[config.mk]
export PLATFORM = sky130hd
export DESIGN_NAME = adrv9001_axis_pattern_gen
export DESIGN_NICKNAME = d
export VERILOG_FILES = /design/src/rtl/adrv9001_axis_pattern_gen.sv
export SDC_FILE = /design/constraint.sdc
export NUM_CORES = 1
export LEC_CHECK = 0
export CAP_MARGIN = 5
export CORE_ASPECT_RATIO = 0.7
export CORE_UTILIZATION = 40
export CTS_CLUSTER_SIZE = 16
export DETAILED_ROUTE_END_ITERATION = 10
export GPL_TIMING_DRIVEN = 0
export PLACE_DENSITY = 0.74
export SLEW_MARGIN = 25
export SYNTH_ARGS = -nofsm -noshare
export SYNTH_HDL_FRONTEND = slang
export SYNTH_SLANG_ARGS = --single-unit
[constraint.sdc]
create_clock -name clk -period 6.09 [get_ports clk]
set_input_delay 0.9135 -clock clk [delete_from_list [all_inputs] [get_ports clk]]
set_output_delay 0.9135 -clock clk [all_outputs]
set_load 0.01 [all_outputs]
[src/rtl/adrv9001_axis_pattern_gen.sv]
// AXI4-Stream IQ test-pattern source for the ADRV9001 TX path.
// Enable-gated sessions with start/stop delays, tlast framing and ramp/const/PRBS15/toggle patterns.
module adrv9001_axis_pattern_gen #(
    parameter int unsigned PKT_WIDTH = 10,
    parameter int unsigned CNT_WIDTH = 16
) (
    input  logic                 clk,
    input  logic                 rstn,
    input  logic                 enable,
    input  logic [1:0]           mode,
    input  logic [31:0]          const_data,
    input  logic [PKT_WIDTH-1:0] pkt_len,
    input  logic [CNT_WIDTH-1:0] enable_cnt,
    input  logic [CNT_WIDTH-1:0] disable_cnt,
    output logic [31:0]          m_axis_tdata,
    output logic                 m_axis_tvalid,
    input  logic                 m_axis_tready,
    output logic                 m_axis_tlast,
    output logic                 active,
    output logic [CNT_WIDTH-1:0] pkt_count
);

    typedef enum logic [2:0] {
        IDLE,
        EN_DELAY,
        STREAM,
        DIS_DELAY,
        FLUSH
    } state_t;

    state_t               state;
    state_t               state_next;
    logic [CNT_WIDTH-1:0] dly_cnt;
    logic [1:0]           mode_q;
    logic [31:0]          const_q;
    logic [PKT_WIDTH-1:0] len_q;
    logic [PKT_WIDTH-1:0] beat;
    logic [15:0]          ramp;
    logic [14:0]          lfsr;
    logic                 parity;
    logic [31:0]          word;
    logic                 start;
    logic                 xfer;
    logic                 at_last;

    assign start   = (state == IDLE) && enable;
    assign xfer    = m_axis_tvalid && m_axis_tready;
    assign at_last = (beat == len_q);

    always_ff @(posedge clk or negedge rstn) begin
        if (!rstn) begin
            state <= IDLE;
        end else begin
            state <= state_next;
        end
    end

    always_comb begin
        state_next = state;
        case (state)
            IDLE: begin
                if (enable) state_next = EN_DELAY;
            end
            EN_DELAY: begin
                if (!enable)           state_next = IDLE;
                else if (dly_cnt == '0) state_next = STREAM;
            end
            STREAM: begin
                if (!enable) state_next = DIS_DELAY;
            end
            DIS_DELAY: begin
                if (enable)             state_next = STREAM;
                else if (dly_cnt == '0) state_next = FLUSH;
            end
            FLUSH: begin
                // Only a completed tlast handshake may close the session.
                if (xfer && at_last) state_next = IDLE;
            end
            default: state_next = IDLE;
        endcase
    end

    always_ff @(posedge clk or negedge rstn) begin
        if (!rstn) begin
            dly_cnt <= '0;
        end else begin
            case (state)
                IDLE: begin
                    if (enable) dly_cnt <= enable_cnt;
                end
                EN_DELAY: begin
                    if (enable && dly_cnt != '0) dly_cnt <= dly_cnt - CNT_WIDTH'(1);
                end
                STREAM: begin
                    if (!enable) dly_cnt <= disable_cnt;
                end
                DIS_DELAY: begin
                    if (!enable && dly_cnt != '0) dly_cnt <= dly_cnt - CNT_WIDTH'(1);
                end
                default: dly_cnt <= dly_cnt;
            endcase
        end
    end

    always_ff @(posedge clk or negedge rstn) begin
        if (!rstn) begin
            mode_q    <= '0;
            const_q   <= '0;
            len_q     <= '0;
            beat      <= '0;
            ramp      <= '0;
            lfsr      <= '1;
            parity    <= 1'b0;
            pkt_count <= '0;
        end else if (start) begin
            mode_q    <= mode;
            const_q   <= const_data;
            len_q     <= pkt_len;
            beat      <= '0;
            ramp      <= '0;
            lfsr      <= '1;
            parity    <= 1'b0;
            pkt_count <= '0;
        end else if (xfer) begin
            beat   <= at_last ? '0 : beat + PKT_WIDTH'(1);
            ramp   <= ramp + 16'd1;
            // x^15 + x^14 + 1, Fibonacci form shifting toward the MSB.
            lfsr   <= {lfsr[13:0], lfsr[14] ^ lfsr[13]};
            parity <= ~parity;
            if (at_last && pkt_count != '1) pkt_count <= pkt_count + CNT_WIDTH'(1);
        end
    end

    always_comb begin
        word = '0;
        case (mode_q)
            2'd0:    word = {ramp, ~ramp};
            2'd1:    word = const_q;
            2'd2:    word = {1'b0, lfsr, 1'b0, ~lfsr};
            default: word = parity ? ~const_q : const_q;
        endcase
    end

    always_comb begin
        m_axis_tvalid = 1'b0;
        m_axis_tlast  = 1'b0;
        m_axis_tdata  = '0;
        active        = (state != IDLE);
        if (state == STREAM || state == DIS_DELAY || state == FLUSH) begin
            m_axis_tvalid = 1'b1;
            m_axis_tlast  = at_last;
            m_axis_tdata  = word;
        end
    end

endmodule

# Word level (Yosys, flattened, before mapping)
# Index checks and enable logic that the tools add are counted.
[classes]
n_reduce_logical = 20
addsub = 4
bitwise_logic = 5
muxes = 30
n_eq_ne = 15
[ops]
columns = ["operator", "n"]
rows = [
  ["$mux W16", 9],
  ["$pmux W32 S3", 1],
  ["$mux W32", 2],
  ["$pmux W16 S4", 1],
  ["$add A16 B1 Y16 const B", 2],
  ["$not A32 Y32", 1],
  ["$mux W10", 3],
  ["$mux W15", 2],
  ["$mux W3", 7],
  ["$logic_not A16 Y1", 1],
  ["$ne A16 B16 Y1 const B", 1],
  ["$not A16 Y16", 1],
  ["$reduce_bool A16 Y1", 1],
  ["$sub A16 B1 Y16 const B", 1],
  ["$not A15 Y15", 1],
  ["$pmux W3 S5", 1],
  ["$add A10 B1 Y10 const B", 1],
  ["$eq A10 B10 Y1", 1],
  ["$ne A2 B2 Y1 const B", 5],
  ["$reduce_and A5 Y1", 2],
  ["$eq A3 B2 Y1 const B", 2],
  ["$logic_and A1 B1 Y1", 6],
  ["$ne A3 B3 Y1 const B", 2],
  ["$mux W1", 4],
  ["other kinds (14)", 16],
]
[word_totals]
wordCells = 84
input_bits = 80
regBits = 121
output_inout_bits = 51

# Longest topological paths before layout
# Gate-level depths: netlist of run 1.
[depth]
ltp_word = 8
depth_mapped = 8
depth_no_buf = 7

# Least setup slack after synthesis of run 1
# OpenSTA, ideal clock, no wires.
[synth_path]
path_type = "register -> output"
from = "reg state[1]"
to = "out m_axis_tdata[22]"
path_buffers = 2
t_arrival_ps = 1695
t_required_ps = 5176
slack_ps = 3481
path_stages_with_launch = 8
cell_sequence = "dfrtp_1 -> nor2b_1 -> buf_2 -> nor2_1 -> inv_1 -> clkbuf_1 -> o221ai_1 -> a21oi_1"
[synth_via]
elab_chain_len = 4
word_cells_on_any_way = 6
cone_classes = "eq/ne: 3; mux: 1; reduce/logical: 2"
[synth_lines]
columns = ["item", "line_no", "rtl"]
rows = [
  ["from (decl)", "31", "state_t state;"],
  ["from (signal assigned)", "54", "state <= state_next;"],
  ["$eq A3 B2 Y1", "149", "if (state == STREAM || state == DIS_DELAY || state == FLUSH) begin"],
  ["$logic_or A1 B1 Y1", "149", ""],
  ["$logic_or A1 B1 Y1 *", "149", ""],
  ["$mux W32 *", "149", ""],
  ["to (decl)", "15", "output logic [31:0] m_axis_tdata,"],
]
# Mark *: on every way between the ends. The rest lies on a longest branch, timed or not.

# Final worst setup path of run 1
[layout_path]
from = "reg state[1]"
to = "out m_axis_tdata[11]"
# The elaborated chain is that of the path after synthesis.

==> metrics.csv, run 1 <==
stage,metric,value,unit
status,status,finished clean,
setup_path,crit_fanout,10,
placement,dpl.hpwl,17500,um
logic_synthesis,synth_cells,908,
logic_synthesis,synth_area,7320,um^2
cells_and_area,fillers,1627,
clock_tree,cts.sinks,121,
timing,final-setup-viol-count,0,
timing,post-route-period-util,0.668,
placement,dp_cells,1270,
power_and_ir_drop,leakagePower,3.98,nW
timing,slew_viol_final,0,
logic_synthesis,synth_ff_type,dfrtp_1,
power_and_ir_drop,ir_drop,0.193,mV
logic_synthesis,ys_ff_latch,121,
power_and_ir_drop,sw_frac_of_total,0.286,
floorplan,io-pin-count,131,
power_and_ir_drop,p_seq_frac,0.390,
clock_tree,clk_pin_slew,0.06,ns
flow_run,cap_violations,0,
global_route,antenna_found_initial,1,
global_route,overflow,0,
cells_and_area,multi_input_area,3870,um^2
clock_tree,cts_made_buffers,17,
setup_path,end_kind,primary output,
setup_path,path_class,register to primary output,
min_path,hold_path.class,primary input to async pin,
clock_tree,clkLatencyLatePin,0.41,ns
clock_tree,cts_resized,0,
power_and_ir_drop,p_int,1.74,mW
cells_and_area,fin_util,0.546,
power_and_ir_drop,p_total,2.44,mW
clock_tree,cts_tree,yes,
power_and_ir_drop,power.share.clock,0.438,
detailed_routing,drt_wl_total,24000,um
detailed_routing,drc,0,
timing,tightest_slew,0.947,ns
logic_synthesis,ys_seq_area_frac,0.416,
clock_tree,postCtsHoldBufs,0,
global_route,first_global_vias,6840,
cells_and_area,drive_gt1_frac,0.0682,
cells_and_area,seq_area,3050,um^2
clock_tree,cts_buffer_depth,2,
detailed_routing,antenna_left,0,
logic_synthesis,ys_warn_count,0,
setup_path,r2r_slack,3.34,ns
floorplan,core,17500,um^2
timing,clock_skew,0.00917,ns
detailed_routing,via_per_inst,5.82,
cells_and_area,layout.nets,1143,
cells_and_area,stdcell_count,1302,
timing,hold_viol,0,
logic_synthesis,avgSynthCellArea,8.06,um^2
power_and_ir_drop,pwr-share-comb,0.172,
timing,max_slew_margin,0.363,
floorplan,die_w,164,um
cells_and_area,area_growth,30.8,%
timing,fin_setup_tns,0,ns
logic_synthesis,async_reset_ff_frac,1.00,
detailed_routing,routedWlPerCell,18.4,um
timing,period_minus_slack,4.07,ns
setup_path,cp.required,5.18,ns
floorplan,start_util,0.418,
power_and_ir_drop,switching_power,0.697,mW
global_route,grt_pass1_wl,37800,um
timing,fmax,246,MHz
placement,numPortBuffers,130,
floorplan,dieArea,18800,um^2
cells_and_area,antenna_cells,0,
power_and_ir_drop,p_per_area,255,nW/um^2
setup_path,worstRegToRegCells,7,
floorplan,rows,40,
timing,hold_ws,0.346,ns
setup_path,worstPathArrival,3.15,ns
global_route,grt_max_degree,92,
detailed_routing,vias,7578,
logic_synthesis,synth_edf_count,0,
clock_tree,h-tree-depth,4,
timing,rsz0062_at_grt,no,
setup_path,start_kind,register,
global_route,grt_use_total,0.262,
placement,gp_congestion,0.937,
logic_synthesis,synthDistinctLibCells,51,
logic_synthesis,syn_nets,993,
detailed_routing,dr.pass1.iters,5,
clock_tree,root_buffer,clkbuf_16,
detailed_routing,drt_iter0_drc,983,
floorplan,die_h,115,um
clock_tree,post-cts-setup-buffers,0,
cells in the final DEF (no fill, tap or decap), types with 7 or more instances in the layout:
master / instances
or4_1: 7
a21oi_1: 70
nand3_1: 18
clkbuf_16: 17
o221ai_1: 30
and3_1: 7
o21ai_0: 126
dfstp_2: 15
nand4_1: 15
or3_1: 9
xor2_1: 8
inv_1: 43
clkdlybuf4s50_1: 129
nor2b_1: 26
a22o_1: 10
mux2_2: 12
xnor2_1: 12
nor4_1: 7
dfrtp_1: 106
nor3_1: 8
o31ai_1: 11
nand2_1: 173
nor2_1: 53
clkbuf_1: 51
buf_1: 9
mux2i_1: 22
cell type report:
class / count / area share
clock inverter: 12 / 0.0182
tap: 231 / 0.0302
multi-input combinational: 681 / 0.404
sequential: 121 / 0.318
buffer: 63 / 0.0260
timing repair buffer: 131 / 0.139
inverter: 43 / 0.0169
clock buffer: 20 / 0.0467
sequential cells by signal (all words and copies together) (netlist names):
register / cells
beat: 10
pkt_count: 16
lfsr: 15
ramp: 16
const_q: 32
mode_q: 2
dly_cnt: 16
len_q: 10
parity: 1
state: 3
stage by stage:
| step | area [um^2] | setup WS [ns] |
|---|---|---|
| final | 9570 | 2.02 |
| after floorplan | 7320 | 3.48 |
| after global placement | 8910 | -0.655 |
| after global routing | 9570 | 1.87 |
| after detailed placement | 8940 | 2.54 |
| after CTS | 9570 | 2.08 |
final timing paths:
check	from	end
setup / recovery	state[1]	m_axis_tdata[11]
hold / removal	rstn	dly_cnt[0]
setup reg to reg	dly_cnt[8]	dly_cnt[4]
hold reg to reg	len_q[8]	len_q[8]
max in group asynchronous	rstn	lfsr[5]
min in group clk	len_q[8]	len_q[8]
synth_stat cells (all sizes together) (15+ instances only):
library cell,instances,share of area
nor2,53,0.027
clkbuf,51,0.027
dfrtp,106,0.36
dfstp,15,0.054
a21oi,70,0.048
mux2i,22,0.030
nand4,15,0.013
nor2b,26,0.022
inv,43,0.022
o21ai,127,0.087
nand3,18,0.012
nand2,173,0.089
o221ai,30,0.036
critical path, stage by stage (launching register included):
cell	delay, ns
dfrtp_1	0.42
nor2b_1	0.21
buf_2	0.25
nor2_1	0.18
inv_1	0.19
clkbuf_1	0.45
o221ai_1	0.23
a21oi_1	0.23
clkdlybuf4s50_1	0.58
power groups by stage:
stage                     Clock [mW]  Sequential, mW  Combinational (mW)
after global routing            1.11           0.960               0.463
after floorplan                    0           0.937               0.247
final                           1.07           0.951               0.418
after detailed placement           0           0.958               0.409
after CTS                       1.08           0.947               0.410
after global placement             0           0.958               0.397
logic make-up after synthesis:
group | Yosys count | share of synthesized area
muxes | 34 | 0.0486
buffers and inverters | 106 | 0.0561
adders and majority gates | 5 | 0.00855
AOI/OAI and AO/OA | 280 | 0.231
DFF | 121 | 0.416
and+or+nand+nor | 342 | 0.215
xor gates and xnor gates | 20 | 0.0239
layer usage:
metal / track usage / wire length [um]
met1: 0.404 / 11200
met2: 0.351 / 9660
met3: 0.0700 / 2770
met5: 0 / 19
met4: 0.0778 / 395
Note: power is estimated with default switching activity, not from simulation.
==> inputs of run 2 (changes only) <==
==> constraint.sdc (replaced) <==
create_clock -name clk -period 4.2 [get_ports clk]
set_input_delay 0.63 -clock clk [delete_from_list [all_inputs] [get_ports clk]]
set_output_delay 0.63 -clock clk [all_outputs]
set_load 0.01 [all_outputs]
==> results of run 2 <==
Same layout as run 1 (identical final DEF). Status: finished clean.
Main changes from that run: setup slack after placement 2.54 ns -> 0.933 ns; setup slack after layout 2.02 ns -> 0.418 ns; hold slack 0.346 ns -> 0.0623 ns; register-to-register setup slack 3.34 ns -> 1.45 ns; total power 2.44 mW -> 3.53 mW; worst IR drop on VDD 0.193 mV -> 0.279 mV
